**src/rtl/dmem_arbiter_pkg.sv**
```systemverilog
// Shared constants and types for the data-memory arbiter slice.
package dmem_arbiter_pkg;

    localparam int unsigned DMEM_ADDRESS_SIZE = 16;
    localparam int unsigned DMEM_DATA_SIZE    = 16;
    localparam int unsigned DMEM_SIZE         = 256;
    localparam int unsigned DMEM_PORTS        = 2;

    typedef enum logic {
        DMEM_PORT_CORE = 1'b0,
        DMEM_PORT_DMA  = 1'b1
    } dmem_port_e;

    typedef enum logic {
        RSP_IDLE = 1'b0,
        RSP_RESP = 1'b1
    } rsp_state_e;

    // Context captured at acceptance and replayed in the response cycle.
    typedef struct packed {
        dmem_port_e port;
        logic       is_read;
        logic       err;
    } rsp_info_t;

endpackage

```
**src/rtl/dmem_arbiter_rr.sv**
```systemverilog
// Two-requester round-robin arbiter; the port not granted last wins contention.
module rr_arbiter_2
    import dmem_arbiter_pkg::*;
(
    input  logic                  clock,
    input  logic                  reset,
    input  logic [DMEM_PORTS-1:0] req,
    output logic [DMEM_PORTS-1:0] grant,
    output logic                  transfer,
    output dmem_port_e            grant_port
);

    dmem_port_e last_grant;

    always_comb begin
        grant = '0;
        if (reset) begin
            if (req[DMEM_PORT_CORE] && req[DMEM_PORT_DMA]) begin
                if (last_grant == DMEM_PORT_DMA) grant[DMEM_PORT_CORE] = 1'b1;
                else                             grant[DMEM_PORT_DMA]  = 1'b1;
            end else begin
                grant = req;
            end
        end
    end

    assign transfer   = |grant;
    assign grant_port = grant[DMEM_PORT_DMA] ? DMEM_PORT_DMA : DMEM_PORT_CORE;

    // Reset to DMA so the core wins the first contention.
    always_ff @(posedge clock) begin
        if (!reset)        last_grant <= DMEM_PORT_DMA;
        else if (transfer) last_grant <= grant_port;
    end

endmodule

```
**src/rtl/dmem_arbiter.sv**
```systemverilog
// Arbitrates core and DMA access to the single-port data memory with one-cycle responses.
module dmem_arbiter
    import dmem_arbiter_pkg::*;
#(
    parameter int unsigned ADDRESS_SIZE = DMEM_ADDRESS_SIZE,
    parameter int unsigned DATA_SIZE    = DMEM_DATA_SIZE,
    parameter int unsigned SIZE         = DMEM_SIZE
) (
    input  logic                    clock,
    input  logic                    reset,
    input  logic                    core_req_valid,
    input  logic                    core_req_write,
    input  logic [ADDRESS_SIZE-1:0] core_req_address,
    input  logic [DATA_SIZE-1:0]    core_req_wdata,
    output logic                    core_req_ready,
    output logic                    core_rsp_valid,
    output logic [DATA_SIZE-1:0]    core_rsp_rdata,
    output logic                    core_rsp_error,
    input  logic                    dma_req_valid,
    input  logic                    dma_req_write,
    input  logic [ADDRESS_SIZE-1:0] dma_req_address,
    input  logic [DATA_SIZE-1:0]    dma_req_wdata,
    output logic                    dma_req_ready,
    output logic                    dma_rsp_valid,
    output logic [DATA_SIZE-1:0]    dma_rsp_rdata,
    output logic                    dma_rsp_error,
    output logic                    mem_read,
    output logic                    mem_write,
    output logic [ADDRESS_SIZE-1:0] mem_address,
    output logic [DATA_SIZE-1:0]    mem_data_in,
    input  logic [DATA_SIZE-1:0]    mem_data_out
);

    // One extra bit so SIZE == 2**ADDRESS_SIZE is representable.
    localparam logic [ADDRESS_SIZE:0] SIZE_LIMIT = (ADDRESS_SIZE+1)'(SIZE);

    logic [DMEM_PORTS-1:0]   grant;
    logic                    transfer;
    dmem_port_e              grant_port;
    logic                    sel_write;
    logic [ADDRESS_SIZE-1:0] sel_address;
    logic [DATA_SIZE-1:0]    sel_wdata;
    logic                    access_error;
    logic [DATA_SIZE-1:0]    rsp_data;
    rsp_state_e              state, next_state;
    rsp_info_t               rsp_info, next_info;

    rr_arbiter_2 u_arb (
        .clock      (clock),
        .reset      (reset),
        .req        ({dma_req_valid, core_req_valid}),
        .grant      (grant),
        .transfer   (transfer),
        .grant_port (grant_port)
    );

    assign core_req_ready = grant[DMEM_PORT_CORE];
    assign dma_req_ready  = grant[DMEM_PORT_DMA];

    // Request mux; idle cycles park the memory bus at zero to limit toggling.
    always_comb begin
        sel_write   = 1'b0;
        sel_address = '0;
        sel_wdata   = '0;
        if (transfer) begin
            if (grant_port == DMEM_PORT_DMA) begin
                sel_write   = dma_req_write;
                sel_address = dma_req_address;
                sel_wdata   = dma_req_wdata;
            end else begin
                sel_write   = core_req_write;
                sel_address = core_req_address;
                sel_wdata   = core_req_wdata;
            end
        end
    end

    assign access_error = transfer && ({1'b0, sel_address} >= SIZE_LIMIT);
    assign mem_address  = sel_address;
    assign mem_data_in  = sel_wdata;
    assign mem_write    = transfer &&  sel_write && !access_error;
    assign mem_read     = transfer && !sel_write && !access_error;

    assign rsp_data = (rsp_info.is_read && !rsp_info.err) ? mem_data_out : '0;

    always_ff @(posedge clock) begin
        if (!reset) begin
            state    <= RSP_IDLE;
            rsp_info <= '0;
        end else begin
            state    <= next_state;
            rsp_info <= next_info;
        end
    end

    // Response is also gated by reset so a pending one is dropped, not emitted.
    always_comb begin
        next_state     = RSP_IDLE;
        next_info      = rsp_info;
        core_rsp_valid = 1'b0;
        core_rsp_error = 1'b0;
        core_rsp_rdata = '0;
        dma_rsp_valid  = 1'b0;
        dma_rsp_error  = 1'b0;
        dma_rsp_rdata  = '0;
        if (transfer) begin
            next_state        = RSP_RESP;
            next_info.port    = grant_port;
            next_info.is_read = !sel_write;
            next_info.err     = access_error;
        end
        case (state)
            RSP_RESP: begin
                if (reset) begin
                    if (rsp_info.port == DMEM_PORT_DMA) begin
                        dma_rsp_valid  = 1'b1;
                        dma_rsp_error  = rsp_info.err;
                        dma_rsp_rdata  = rsp_data;
                    end else begin
                        core_rsp_valid = 1'b1;
                        core_rsp_error = rsp_info.err;
                        core_rsp_rdata = rsp_data;
                    end
                end
            end
            default: ;
        endcase
    end

endmodule
```
**config.mk**
```make
export PLATFORM = sky130hd
export DESIGN_NAME = dmem_arbiter
export DESIGN_NICKNAME = d
export VERILOG_FILES = /design/src/rtl/dmem_arbiter_pkg.sv /design/src/rtl/dmem_arbiter_rr.sv /design/src/rtl/dmem_arbiter.sv
export SDC_FILE = /design/constraint.sdc
export NUM_CORES = 1
export LEC_CHECK = 0
export ABC_CLOCK_PERIOD_IN_PS = 3750
export BUFFER_PORTS_ARGS = -buffer_cell sky130_fd_sc_hd__buf_2
export CORE_AREA = 2 2 60 62
export DETAILED_ROUTE_END_ITERATION = 16
export DIE_AREA = 0 0 62 64
export PLACE_DENSITY = 0.84
export SYNTH_ARGS = -nofsm -noshare
export SYNTH_HDL_FRONTEND = slang
export SYNTH_SLANG_ARGS = --single-unit
```
**constraint.sdc**
```tcl
create_clock -name clock -period 3.75 [get_ports clock]
set_input_delay 0.375 -clock clock [delete_from_list [all_inputs] [get_ports clock]]
set_output_delay 0.375 -clock clock [all_outputs]
set_load 0.01 [all_outputs]
```
# After elaboration in Yosys (flattened, before gate mapping)
# Index checks and enable logic that the tools add are counted.
# W data, S select, Z words.
# word_totals
regBits	5
wordCells	48
in_bits	86
output_inout_bits	72
# op_classes
reduce_logical	11
mux	31
order_cmp	1
# op_table
operator	count
$mux W16	11
$mux W1	18
$ge A16 B9 Y1 const B	1
$logic_and A1 B1 Y1	7
$mux W2	2
$logic_not A1 Y1	3
$reduce_or A2 Y1	1

# Depth between registers and ports, before layout
# Gate-level depths: netlist of run 1.
# depth
word_depth	10
mapped_depth	6
depth_no_buf	5

# Modules after synthesis
# Synthesis of run 1 repeated with hierarchy kept, for this count alone.
# unflattened
hier_cells	149
area_unflattened_um2	1113.6
# modules_own_cells
mod	area_per_inst_um2	cells_each	n_inst	seq_area_each_um2
dmem_arbiter	1037.2	138	1	80.1
rr_arbiter_2	76.3	11	1	20.0

# Worst setup path before layout of run 1
# No wires, ideal clock.
# synth_path
kind	input to output
start	input port dma_req_valid
end	output port mem_write
setup_slack_ns	1.717
arrival_ns	1.658
path_stages	5
path_cell_list	nor2b_1 > buf_4 > o32a_1 > or4_4 > nor3b_2
# synth_between
elab_chain_len	10
elab_cells_between_ends	14
cone_classes	order compare: 1; mux: 7; reduce/logical: 6
# synth_lines
item	line	text
start, declared	dmem_arbiter.sv:19	input logic dma_req_valid,
$logic_and A1 B1 Y1	dmem_arbiter_rr.sv:18	if (req[DMEM_PORT_CORE] && req[DMEM_PORT_DMA]) begin
$mux W2 (*)	dmem_arbiter_rr.sv:18	
$mux W2 (*)	dmem_arbiter_rr.sv:17	if (reset) begin
$mux W1	dmem_arbiter_rr.sv:28	assign grant_port = grant[DMEM_PORT_DMA] ? DMEM_PORT_DMA : DMEM_PORT_CORE;
$mux W16	dmem_arbiter.sv:66	if (grant_port == DMEM_PORT_DMA) begin
$mux W16	dmem_arbiter.sv:65	if (transfer) begin
$ge A16 B9 Y1	dmem_arbiter.sv:78	assign access_error = transfer && ({1'b0, sel_address} >= SIZE_LIMIT);
$logic_and A1 B1 Y1	dmem_arbiter.sv:78	
$logic_not A1 Y1	dmem_arbiter.sv:81	assign mem_write = transfer && sel_write && !access_error;
$logic_and A1 B1 Y1 (*)	dmem_arbiter.sv:81	
end, declared	dmem_arbiter.sv:28	output logic mem_write,
# Mark *: on every way between the ends. The rest lies on a longest branch, timed or not.

# Worst setup path in the final report of run 1
# layout_path
start	register u_arb.last_grant
end	output port mem_write
# layout_between
elab_chain_len	10
elab_cells_between_ends	15
cone_classes	order compare: 1; mux: 9; reduce/logical: 5
# layout_lines
item	line	text
start, declared	dmem_arbiter_rr.sv:13	dmem_port_e last_grant;
start signal, assigned	dmem_arbiter_rr.sv:33	else if (transfer) last_grant <= grant_port;
$mux W1	dmem_arbiter_rr.sv:19	if (last_grant == DMEM_PORT_DMA) grant[DMEM_PORT_CORE] = 1'b1;
$mux W2 (*)	dmem_arbiter_rr.sv:18	
$mux W2 (*)	dmem_arbiter_rr.sv:17	
$mux W1	dmem_arbiter_rr.sv:28	
$mux W16	dmem_arbiter.sv:66	
$mux W16	dmem_arbiter.sv:65	
$ge A16 B9 Y1	dmem_arbiter.sv:78	
$logic_and A1 B1 Y1	dmem_arbiter.sv:78	
$logic_not A1 Y1	dmem_arbiter.sv:81	
$logic_and A1 B1 Y1 (*)	dmem_arbiter.sv:81	
# Marks and branches as above.

==> results_dict.tcl, run 1 <==
set metrics [dict create \
    die_h_um 64 \
    synth_top_family_by_area "simple AND/OR/NAND/NOR gates" \
    start_kind "flip-flop" \
    gp_congestion 0.8222 \
    cts_resized 0 \
    row_count 21 \
    yosysUniqueCellTypes 29 \
    cts-root-buf "clkbuf_4" \
    synthArstFlopShare_pct 0 \
    firstDrtPassIters 4 \
    finalCritPeriodShare_pct 70.71 \
    required_ns 3.38 \
    ir_drop_v 0.00007226 \
    crit_type "reg -> out" \
    cp_max_fo 11 \
    grt_max_degree 33 \
    h-tree-depth 1 \
    grt_setup_unrepaired "no" \
    synthAdderAreaFrac_pct 0 \
    yosysTopAreaCell "nand2_1" \
    regArea_um2 100.1 \
    ys_warn_count 0 \
    initial_core_util_pct 31.47 \
    hold_viol 0 \
    fp.dieW_um 62 \
    p_leak_nw 1.253 \
    cts_hold_buf 0 \
    synth-edff-count 0 \
    powerDensity_nw_per_um2 157.0 \
    cts.sinks 5 \
    core-area_um2 3284 \
    path_clk_slew_ns 0.04 \
    setup_ws_ns 1.098 \
    finalPower_uw 287.7 \
    synth_top_area_share_pct 24.33 \
    synth.area.mux_share_pct 0 \
    viasPerCell 4.804 \
    avgSynthCellArea_um2 5.527 \
    crit_path_end_kind "output port" \
    finalClockSkew_ns 0.0002272 \
    fin_area_um2 1833 \
    synthTopCellsByArea "nand2_1, and3_1, a21oi_1" \
    maxCapViolations 0 \
    vias 1816 \
    finalCriticalPeriod_ns 2.652 \
    dp.cells 374 \
    first_global_vias 1563 \
    arrival_ns 2.28 \
    finalSetupTns_ns 0 \
    nFillCells 324 \
    synth.net_count 273 \
    grt_pass1_wl_um 6389 \
    area_growth_pct 77.36 \
    synth-main-ff-cell "dfxtp_1" \
    whs_ns 0.4423 \
    synth_xor_xnor_area_share_pct 0 \
    holdCritPathClass "reg -> reg" \
    multi_input_area_um2 837.1 \
    synth_area_um2 1033 \
    cts_tree "done" \
    dpl.hpwl_um 3463 \
    drt_iter0_drc 62 \
    post-place-ws_ns 1.174 \
    slew_violations 0 \
    place_area_um2 1807 \
    synth_compound_area_share_pct 25.42 \
    utilization_pct 55.81 \
    diodes 0 \
    outcome "finished clean" \
    antenna_found_initial 0 \
    tightestPinTransition_ns 1.294 \
    cts_max_path_buffers 2 \
    routed_wl_um 4291 \
    final_nets 419 \
    wl_per_cell_um 11.35 \
    final_cells 378 \
    yosys.area_share.simple_pct 55.21 \
    overflow 0 \
    clock_latency_ns 0.23 \
    place.port_buffers 157 \
    post-cts-setup-buffer-count 0 \
    numCtsBuffers 3 \
    yosys_register_bits 5 \
    dieArea_um2 3968 \
    finalSetupViolations 0 \
    maxSlewHeadroom_pct 13.57 \
    max_freq_mhz 377.1 \
    synth_cells 187 \
    antenna_left 0 \
    drive_above_1_share_pct 50.90 \
    grt_util_all_layers_pct 20.14 \
    yosysSeqAreaShare_pct 9.685 \
    io_pins 158 \
    drc 0 \
]
[synthesized netlist by cell type, types with 2 or more instances]
cell type  count
a21oi_1       27
or4_4          2
o21ai_0        2
nand2_1       67
o32ai_1        6
dfxtp_1        5
nor2_1         5
buf_4          2
clkbuf_1      12
nor2b_1        2
a22oi_1        2
inv_1          3
buf_2          2
and2_1         2
and3_1        33
inv_2          2
[critical path, stage by stage (launching register included)]
cell and delay [ns]:
dfxtp_1 0.33, nor2b_1 0.58, o32ai_1 0.21, or4_4 0.59, nor3b_2 0.18, buf_2 0.15
[power breakdown]
group          total [mW]  internal [mW]  leakage [nW]  switching, mW
logic               0.168         0.0771          1.20         0.0906
clock network      0.0588         0.0400        0.0150         0.0188
registers          0.0613         0.0579        0.0418        0.00333
[cell type report]
class,instances,share of cell area (%)
flip-flops and latches,5,5.461
well taps,46,3.140
repair buffers,158,43.28
clock buffers,4,1.433
inverters,5,1.024
multi-input cells,160,45.67
[cell families (layout without fill, tap and decap cells)]
kind of cell	count (synthesis)	count (layout)
buffers and inverters	22	167
AO/OA/AOI/OAI	43	43
flip-flops	5	5
AND/OR/NAND/NOR	117	117
[registers in the layout (all words and copies together), names as in the netlist]
register / count
state: 1
rsp_info: 3
u_arb.last_grant: 1
[final timing paths]
check                        start     endpoint  slack [ns]  cells after the start
setup reg to reg  u_arb.last_grant  rsp_info[0]        1.71                      4
setup / recovery  u_arb.last_grant    mem_write        1.10                      5
hold / removal         rsp_info[1]  rsp_info[1]        0.44                      2
hold reg to reg        rsp_info[1]  rsp_info[1]        0.44                      2
[metal layers]
layer | GRT usage, % | vias up | wire, um
li1 | - | 938 | -
met1 | 21.07 | 787 | 1674
met2 | 39.32 | 89 | 2235
met3 | 2.834 | 2 | 367
met4 | 5.053 | 0 | 12
met5 | 0 | - | 0
[cell usage in the layout (no fill, tap or decap), drive strengths merged]
| cell type | synthesis | routed |
|---|---|---|
| or4 | 2 | 2 |
| clkbuf | 12 | 4 |
| nand2 | 67 | 67 |
| nor3b | 1 | 1 |
| o32ai | 6 | 6 |
| nand3b | 1 | 1 |
| buf | 5 | 158 |
| nand3 | 1 | 1 |
| and3 | 33 | 33 |
| a2bb2oi | 1 | 1 |
| a22oi | 2 | 2 |
| nand2b | 1 | 1 |
| nor3 | 2 | 2 |
| nor2 | 5 | 5 |
| a21bo | 1 | 1 |
| inv | 5 | 5 |
| a21oi | 27 | 27 |
| nor2b | 2 | 2 |
| dfxtp | 5 | 5 |
| o32a | 1 | 1 |
| o221ai | 1 | 1 |
| o21ai | 3 | 3 |
| and2 | 2 | 2 |
| a21boi | 1 | 1 |
Power figures use the tool's default switching activity.
==> run 2, diff against run 1 <==
--- a/config.mk
+++ b/config.mk
@@ -5,12 +5,12 @@
 export SDC_FILE = /design/constraint.sdc
 export NUM_CORES = 1
 export LEC_CHECK = 0
-export ABC_CLOCK_PERIOD_IN_PS = 3750
+export ABC_CLOCK_PERIOD_IN_PS = 2800
 export BUFFER_PORTS_ARGS = -buffer_cell sky130_fd_sc_hd__buf_2
-export CORE_AREA = 2 2 60 62
+export CORE_AREA = 2 2 63 65
 export DETAILED_ROUTE_END_ITERATION = 16
-export DIE_AREA = 0 0 62 64
-export PLACE_DENSITY = 0.84
+export DIE_AREA = 0 0 65 67
+export PLACE_DENSITY = 0.77
 export SYNTH_ARGS = -nofsm -noshare
 export SYNTH_HDL_FRONTEND = slang
 export SYNTH_SLANG_ARGS = --single-unit
==> constraint.sdc (replaced) <==
create_clock -name clock -period 2.8 [get_ports clock]
set_input_delay 0.28 -clock clock [delete_from_list [all_inputs] [get_ports clock]]
set_output_delay 0.28 -clock clock [all_outputs]
set_load 0.01 [all_outputs]
==> run 2 against run 1 <==
Net effect:
- sequential share of layout area is 0.11 points lower
- global-route usage is 2.8 points lower
- sequential cell count did not move
- clock skew grew 0.0023 ns
- first-iteration DRC count down 16%
- clock power increased by 130%
- sequential power grew 34%
- worst hold slack got worse by 0.077 ns
- die area is 9.8% higher
- clock-buffer cell count stayed put
- critical path type unchanged
- critical endpoint unchanged
==> results_dict.tcl, run 2 (synthesis results as in run 1) <==
set metrics [dict create \
    ir_drop_v 0.0002723 \
    intPower_uw 280.8 \
    antenna_left 0 \
    gp_congestion 0.8368 \
    tightestPinTransition_ns 0.8224 \
    holdCritPathClass "in -> reg" \
    min_to "state" \
    powerDensity_nw_per_um2 237.6 \
    outcome "finished clean" \
    viasPerCell 4.866 \
    crit_slowest_cell "or4_4" \
    cts_resized 0 \
    final_cells 382 \
    power.switching_uw 163.2 \
    max_freq_mhz 394.4 \
    final_nets 421 \
    h-tree-depth 1 \
    area_growth_pct 80.87 \
    rrSetupSlack_ns 0.80 \
    cts_max_path_buffers 2 \
    start_kind "flip-flop" \
    crit_family "simple AND/OR/NAND/NOR gates" \
    p_leak_nw 1.271 \
    wl_per_cell_um 11.21 \
    max_stage_delay_ns 0.60 \
    drive_above_1_share_pct 51.20 \
    maxCapViolations 0 \
    cp_cell_sequence "nor2b_1 -> o32ai_1 -> or4_4 -> nor3b_2 -> buf_2" \
    cts-root-buf "clkbuf_8" \
    arrival_ns 2.26 \
    dieArea_um2 4355 \
    finalClockSkew_ns 0.002572 \
    crit_type "reg -> out" \
    combPwrFrac_pct 51.0 \
    grt_pass1_wl_um 6272 \
    crit_path_end_kind "output port" \
    hold_viol 0 \
    swShare_pct 36.76 \
    clockPowerShare_pct 30.4 \
    die_h_um 67 \
    r2r_start "u_arb.last_grant" \
    maxSlewHeadroom_pct 44.97 \
    clock_latency_ns 0.22 \
    dp.cells 378 \
    core-area_um2 3606 \
    finalCritPeriodShare_pct 90.55 \
    dpl.hpwl_um 3355 \
    min_path_cells 3 \
    reg_top3 "rsp_info x3, state x1, u_arb.last_grant x1" \
    grt_util_all_layers_pct 17.34 \
    layout_commonest_cell "buf_2" \
    regMostFlops "rsp_info" \
    worst-r2r-cell-count 4 \
    holdCritStartpoint "dma_req_valid" \
    drt_iter0_drc 52 \
    cts_tree "done" \
    utilization_pct 51.84 \
    finalPower_uw 444.1 \
    path_buf_inv 1 \
    finalSetupViolations 0 \
    cp_max_fo 11 \
    initial_core_util_pct 28.66 \
    diodes 0 \
    fp.dieW_um 65 \
    cts.sinks 5 \
    io_pins 158 \
    cts_hold_buf 0 \
    overflow 0 \
    finalSetupTns_ns 0 \
    required_ns 2.52 \
    drc 0 \
    path_clk_slew_ns 0.04 \
    r2r-end "rsp_info[0]" \
    post-cts-setup-buffer-count 0 \
    grt_max_degree 33 \
    place.port_buffers 157 \
    routed_wl_um 4284 \
    vias 1859 \
    grt_setup_unrepaired "no" \
    first_global_vias 1497 \
    antenna_found_initial 0 \
    slew_violations 0 \
    seqPwrFrac_pct 18.6 \
    finalCriticalPeriod_ns 2.535 \
    row_count 22 \
    final_cell_mix "buf_2, nand2_1, and3_1, a21oi_1, o32ai_1" \
    numCtsBuffers 3 \
    largest_reg_flops 3 \
    firstDrtPassIters 4 \
    whs_ns 0.3650 \
]
[run 2: worst max-delay path by stage]
stage / cells after the start / slack, ns / endpoint / from
2_1_floorplan: 5 / 0.95 / mem_write / u_arb.last_grant
3_3_place_gp: 6 / 0.47 / mem_write / dma_req_valid
3_5_place_dp: 6 / 0.42 / mem_write / dma_req_valid
4_1_cts: 5 / 0.30 / mem_write / u_arb.last_grant
5_1_grt: 5 / 0.16 / mem_write / u_arb.last_grant
6_report: 5 / 0.26 / mem_write / u_arb.last_grant
[run 2: metal layers]
metal	wire length (um)	vias up	global-route usage, %
met5	0	-	0
met4	0	0	1.862
li1	-	940	-
met1	1765	813	19.66
met3	384	0	3.716
met2	2134	106	33.89
[run 2: per-stage QoR]
step           instance area (um^2)  setup WS (ns)
4_1_cts                        1869         0.2954
6_report                       1869         0.2645
5_1_grt                        1869         0.1574
2_1_floorplan                  1033         0.9515
3_3_place_gp                   1824         0.4688
3_5_place_dp                   1824         0.4239
[run 2: layout make-up]
class,count,area (um^2)
inverters,5,18.77
well taps,48,60.06
multi-input cells,160,837.1
fillers,369,1737
clock buffers,4,45.04
repair buffers,160,808.3
flip-flops and latches,5,100.1
[run 2: power groups by stage]
stage / Combinational (mW) / Sequential, mW / Clock [mW]
after global placement: 0.223 / 0.0831 / 0
final: 0.227 / 0.0824 / 0.135
after global routing: 0.252 / 0.0834 / 0.145
after CTS: 0.227 / 0.0824 / 0.138
after floorplan: 0.120 / 0.0817 / 0
after detailed placement: 0.226 / 0.0833 / 0
[run 2: worst min-delay path, stage by stage]
cell and delay (ns):
buf_2 0.14, o21ai_2 0.09, inv_1 0.05
